<file path="config.mk">
export PLATFORM = sky130hd
export DESIGN_NAME = multi_shift_register
export DESIGN_NICKNAME = d
export VERILOG_FILES = /design/src/rtl/shift_register_pkg.sv /design/src/rtl/multi_shift_register_shift_step.sv /design/src/rtl/multi_shift_register.sv
export SDC_FILE = /design/constraint.sdc
export NUM_CORES = 1
export LEC_CHECK = 0
export CAP_MARGIN = 5
export CORE_MARGIN = 5
export CORE_UTILIZATION = 40
export CTS_BUF_LIST = sky130_fd_sc_hd__clkbuf_4
export DETAILED_ROUTE_END_ITERATION = 7
export PLACE_DENSITY = 0.7
export SLEW_MARGIN = 20
export SYNTH_ARGS = -nofsm -noshare
export SYNTH_HDL_FRONTEND = slang
export SYNTH_SLANG_ARGS = --single-unit
</file>
<file path="constraint.sdc">
create_clock -name clk -period 2.4 [get_ports clk]
set_input_delay 0.36 -clock clk [delete_from_list [all_inputs] [get_ports clk]]
set_output_delay 0.36 -clock clk [all_outputs]
set_load 0.05 [all_outputs]
</file>
<file path="src/rtl/shift_register_pkg.sv">
// Shared types for multi_shift_register: opcode and FSM state enums,
// plus plain opcode constants for benches that drive the raw 3-bit port.
// Optional feature macro: SHIFT_REG_ARITH_EN (SRA / ROR / ROL).
package shift_register_pkg;

   typedef enum logic [2:0] {
      OP_NOP   = 3'b000,
      OP_SRL   = 3'b001,
      OP_SLL   = 3'b010,
      OP_SRA   = 3'b011,
      OP_ROR   = 3'b100,
      OP_ROL   = 3'b101,
      OP_LOAD  = 3'b110,
      OP_CLEAR = 3'b111
   } op_e;

   typedef enum logic {
      IDLE = 1'b0,
      RUN  = 1'b1
   } state_e;

   localparam logic [2:0] OPC_NOP   = 3'b000;
   localparam logic [2:0] OPC_SRL   = 3'b001;
   localparam logic [2:0] OPC_SLL   = 3'b010;
   localparam logic [2:0] OPC_SRA   = 3'b011;
   localparam logic [2:0] OPC_ROR   = 3'b100;
   localparam logic [2:0] OPC_ROL   = 3'b101;
   localparam logic [2:0] OPC_LOAD  = 3'b110;
   localparam logic [2:0] OPC_CLEAR = 3'b111;

endpackage

</file>
<file path="src/rtl/multi_shift_register_shift_step.sv">
// shift_step: combinational network moving q by s positions (1..STEP)
// for the selected op, and reporting the last bit pushed out.
// SRA / ROR / ROL paths exist only when SHIFT_REG_ARITH_EN is defined.
module shift_step
   import shift_register_pkg::*;
#(
   parameter int unsigned WIDTH = 32,
   parameter int unsigned AMT_W = $clog2(WIDTH) + 1
) (
   input  logic [WIDTH-1:0] q,
   input  logic [AMT_W-1:0] s,
   input  op_e              op,
   input  logic             fill,
   output logic [WIDTH-1:0] q_next,
   output logic             out_bit
);

   logic [WIDTH-1:0] fill_vec;
   logic [WIDTH-1:0] lo_mask;
   logic [WIDTH-1:0] hi_mask;
   logic [WIDTH-1:0] r_probe;
   logic [WIDTH-1:0] l_probe;

   // Shift/rotate by s; the exiting bit is q[s-1] (right) or q[WIDTH-s] (left)
   always_comb begin
      fill_vec = {WIDTH{fill}};
      lo_mask  = ~({WIDTH{1'b1}} << s);
      hi_mask  = ~({WIDTH{1'b1}} >> s);
      r_probe  = q >> (s - AMT_W'(1));
      l_probe  = q << (s - AMT_W'(1));
      q_next   = q;
      out_bit  = 1'b0;
      case (op)
         OP_SRL: begin
            q_next  = (q >> s) | (fill_vec & hi_mask);
            out_bit = r_probe[0];
         end
         OP_SLL: begin
            q_next  = (q << s) | (fill_vec & lo_mask);
            out_bit = l_probe[WIDTH-1];
         end
`ifdef SHIFT_REG_ARITH_EN
         OP_SRA: begin
            q_next  = (q >> s) | ({WIDTH{q[WIDTH-1]}} & hi_mask);
            out_bit = r_probe[0];
         end
         OP_ROR: begin
            q_next  = (q >> s) | (q << (AMT_W'(WIDTH) - s));
            out_bit = r_probe[0];
         end
         OP_ROL: begin
            q_next  = (q << s) | (q >> (AMT_W'(WIDTH) - s));
            out_bit = l_probe[WIDTH-1];
         end
`endif
         default: ;
      endcase
   end

endmodule

</file>
<file path="src/rtl/multi_shift_register.sv">
// multi_shift_register: handshaked command-driven shift register.
// LOAD/CLEAR/NOP and zero-distance shifts finish at acceptance; shifts
// run for ceil(amt/STEP) cycles in RUN. done pulses once per command.
// Optional feature macro: SHIFT_REG_ARITH_EN (SRA / ROR / ROL); when
// undefined those opcodes complete as NOP.
module multi_shift_register
   import shift_register_pkg::*;
#(
   parameter  int unsigned WIDTH = 32,
   parameter  int unsigned STEP  = 1,
   localparam int unsigned AMT_W = $clog2(WIDTH) + 1
) (
   input  logic             clk,
   input  logic             rst,
   input  logic             cmd_valid,
   output logic             cmd_ready,
   input  logic [2:0]       cmd_op,
   input  logic [AMT_W-1:0] cmd_amt,
   input  logic [WIDTH-1:0] d_in,
   input  logic             serial_in,
   output logic [WIDTH-1:0] q_out,
   output logic             serial_out,
   output logic             busy,
   output logic             done
);

   state_e           state, state_nxt;
   op_e              acc_op, run_op;
   logic [AMT_W-1:0] eff_amt, remaining, step_s;
   logic [WIDTH-1:0] q, step_q;
   logic             step_out, accept, is_shift, shift_start;
   logic             sout_r, done_r;

   // Decode the offered command: effective distance and whether it runs
   always_comb begin
      acc_op   = op_e'(cmd_op);
      eff_amt  = '0;
      is_shift = 1'b0;
      case (acc_op)
         OP_SRL, OP_SLL: begin
            is_shift = 1'b1;
            eff_amt  = (cmd_amt > AMT_W'(WIDTH)) ? AMT_W'(WIDTH) : cmd_amt;
         end
`ifdef SHIFT_REG_ARITH_EN
         OP_SRA: begin
            is_shift = 1'b1;
            eff_amt  = (cmd_amt > AMT_W'(WIDTH)) ? AMT_W'(WIDTH) : cmd_amt;
         end
         OP_ROR, OP_ROL: begin
            is_shift = 1'b1;
            eff_amt  = cmd_amt % AMT_W'(WIDTH);
         end
`endif
         default: ;
      endcase
      accept      = cmd_valid && (state == IDLE);
      shift_start = accept && is_shift && (eff_amt != '0);
      step_s      = (remaining > AMT_W'(STEP)) ? AMT_W'(STEP) : remaining;
   end

   // Next-state logic: enter RUN for real shifts, leave on the last step
   always_comb begin
      state_nxt = state;
      case (state)
         IDLE:    if (shift_start) state_nxt = RUN;
         RUN:     if (remaining == step_s) state_nxt = IDLE;
         default: state_nxt = IDLE;
      endcase
   end

   // State register
   always_ff @(posedge clk) begin
      if (rst) state <= IDLE;
      else     state <= state_nxt;
   end

   // Datapath: register contents, step counter, serial_out and done pulse
   always_ff @(posedge clk) begin
      if (rst) begin
         q         <= '0;
         sout_r    <= 1'b0;
         done_r    <= 1'b0;
         remaining <= '0;
         run_op    <= OP_NOP;
      end else begin
         done_r <= 1'b0;
         if (state == RUN) begin
            q         <= step_q;
            sout_r    <= step_out;
            remaining <= remaining - step_s;
            if (remaining == step_s) done_r <= 1'b1;
         end else if (accept) begin
            if (shift_start) begin
               run_op    <= acc_op;
               remaining <= eff_amt;
            end else begin
               done_r <= 1'b1;
               if (acc_op == OP_LOAD)       q <= d_in;
               else if (acc_op == OP_CLEAR) q <= '0;
            end
         end
      end
   end

   shift_step #(
      .WIDTH (WIDTH),
      .AMT_W (AMT_W)
   ) u_step (
      .q       (q),
      .s       (step_s),
      .op      (run_op),
      .fill    (serial_in),
      .q_next  (step_q),
      .out_bit (step_out)
   );

   assign q_out      = q;
   assign serial_out = sout_r;
   assign done       = done_r;
   assign busy       = (state == RUN);
   assign cmd_ready  = (state == IDLE);

endmodule

</file>
==> reports/metrics.cfg <==
[run_status]
status = completed

[synthesis]
synth-edff-count = 0
synth_seq_cells = 44
synth-seq-area-share = 0.308
syn-instance-count = 392
ys.warnings.count = 0
synth_ff_type = dfxtp_1
yosysUniqueCellTypes = 46
ys_async_sr_fraction = 0
syn_area_per_cell_um2 = 7.29
synth_area_leader_cell = dfxtp_1
synth_area_um2 = 2860
synthTopCellsByArea = dfxtp_1, nor3_1, nand2_1
synth_top_area_share = 0.308

[setup_path]
r2r_start = remaining[1]
worstPathArrival_ns = 2.45
cp_cell_sequence = or3_1 -> nor2_4 -> ha_1 -> mux4_2 -> mux2i_1 -> o211ai_1
crit_slowest_cell = or3_1
r2r_end = serial_out
worstSetupEndpointType = flop
reg2regPathDepth = 6
worstPathRequired_ns = 2.66
rrSetupSlack_ns = 0.21
crit_fanout = 7
critPathKind = flop to flop
slowest_delay_ns = 0.49
startpoint_type = flop

[clock_tree]
worstSkewPairLatency_ns = 0.37
cts-root-buf = clkbuf_4
htree_levels = 2
clkTransAtPathRegs_ns = 0.14
cts-buffers-inserted = 5
ctsHoldBuffers = 0
clockBufferDepth = 2
cts_tree = done
cts_setup_buffers = 0
ctsResizeCount = 0
clock_sinks = 44

[grt]
grt_max_degree = 34
grt_use_met3 = 0.0295
grt.busiest_layer = met2
use_met2 = 0.352
met1_usage = 0.280
antenna_found_initial = 0
grtUsageTotal = 0.209
gr-total-overflow = 0
grt_pass1_wl_um = 15100
grt_pass1_vias = 3116

[sta]
tightest_slew_ns = 0.571
post-route-min-period_ns = 2.19
fmax_mhz = 456
fin_crit_sh = 0.914
slew_viol_final = 0
rsz0062_at_grt = no
skew_ns = 0.0152
setup_viol = 0
slew_headroom = 0.620
final_hold_viol_count = 0
tns_ns = 0
holdWs_ns = 0.524

[routing]
drc = 0
wire_per_inst_um = 16.6
viasPerCell = 5.94
antenna_left = 0
vias = 3273
wl_um = 9140
drtIter0Drc = 220
drt_pre_antenna_iters = 5

[pwr]
leakagePower_nw = 1.29
p_int_mw = 1.22
switching_share = 0.399
clkPwrFrac = 0.181
power.density_nw_per_um2 = 536
comb_power_share = 0.407
seqPwrFrac = 0.412
vdd_ir_drop_max_uv = 258
p_sw_uw = 810

[floorplanning]
dieArea_um2 = 8940
pin_count = 81
rows = 30
coreArea_um2 = 6870
die_x_um = 94.5
start_util = 0.416
die_h_um = 94.5

[run]
cap_violations = 0

[final_layout]
drive_above_1_share = 0.0813
final_cells = 551
syn_to_final_growth_pct = 32.6
n_antenna_cell = 0
final_area_um2 = 3790
final_nets = 503

[worst_hold_path]
hold_path_depth = 2
hp-class = primary input to flop
worstHoldEndpoint = q_out[21]
hold_start = rst

[placement]
gp_congestion = 0.868
dp.cells = 543
placed_cell_area_um2 = 3740
portBuffers = 80
dp_hpwl_um = 6200

[Yosys cell counts (all sizes together) (2+ instances only)]
library cell  count
nand2            66
nor3             52
nor2             45
dfxtp            44
a31oi            30
clkbuf           30
a221oi           23
a21oi            17
a211oi           14
o21ai             9
buf               8
ha                4
nand3             4
xnor2             4
a32o              3
and3              3
inv               3
mux4              3
nor2b             3
or3               3
and4              2
conb              2
mux2i             2
nor3b             2
nor4              2
o211ai            2
[stage by stage]
step	utilization	setup WS, ns	power, mW
6_report	0.552	0.206	2.03
5_1_grt	0.552	0.0984	2.15
4_1_cts	0.552	0.201	2.04
3_5_place_dp	0.545	0.205	1.68
3_3_place_gp	0.545	0.271	1.66
2_1_floorplan	-	0.279	1.44
[kinds of logic after synthesis]
logic type | share of synthesized area
DFF | 0.308
buffers and inverters | 0.0665
adders and majority gates | 0.0175
muxes | 0.0306
and+or+nand+nor | 0.296
AOI/OAI and AO/OA | 0.267
other | 0.00263
xor gates and xnor gates | 0.0123
[how the worst max path moves through the flow]
| stage | depth (start not counted) | endpoint | from |
|---|---|---|---|
| after floorplan | 8 | serial_out | remaining[1] |
| after global placement | 5 | remaining[4] | cmd_valid |
| after detailed placement | 5 | remaining[4] | cmd_valid |
| after CTS | 6 | serial_out | remaining[1] |
| after global routing | 6 | serial_out | remaining[1] |
| final | 6 | serial_out | remaining[1] |
[worst max-delay path: cells and delay by family (launching register included)]
family | cells | cell delay, ns
multiplexers | 2 | 0.59
flip-flops | 1 | 0.36
AND/OR/NAND/NOR | 2 | 0.72
adder cells (fa/ha/maj) | 1 | 0.32
AO/OA/AOI/OAI | 1 | 0.10
[power groups by stage]
stage / registers [mW] / logic [mW] / clock network (mW)
after floorplan: 0.954 / 0.482 / 0
after global placement: 0.851 / 0.812 / 0
after detailed placement: 0.852 / 0.825 / 0
after CTS: 0.836 / 0.829 / 0.371
after global routing: 0.845 / 0.902 / 0.405
final: 0.838 / 0.827 / 0.367
[final cells by class]
type                            instances  area [µm²]
Sequential cell                        44         881
Clock buffer                            5        37.5
Multi-Input combinational cell        308        1810
Timing Repair Buffer                   92         918
Clock inverter                          3        13.8
Inverter                                3        11.3
Tap cell                               96         120
Fill cell                             642        3080
[flip-flops by register name, indices dropped and copies added (netlist names)]
name        count
run_op          3
done            1
serial_out      1
busy            1
remaining       6
q_out          32
[metal layers]
| layer | up-vias | share of wire |
|---|---|---|
| li1 | 1568 | - |
| met1 | 1552 | 0.43 |
| met2 | 141 | 0.49 |
| met3 | 12 | 0.074 |
| met4 | 0 | 0.012 |
| met5 | - | 0 |
[cells in the final DEF (no fill, tap or decap), types with 4 or more instances in the layout]
cell / n
nor2_1: 44
clkbuf_4: 5
a21oi_1: 17
a221oi_1: 23
ha_1: 4
o21ai_1: 6
a31oi_1: 30
a211oi_2: 6
a211oi_1: 8
clkdlybuf4s50_1: 77
buf_4: 11
nor3_1: 51
nand3_1: 4
nand2_1: 66
xnor2_1: 4
dfxtp_1: 44
No activity file was read; power rests on OpenSTA's default activity.
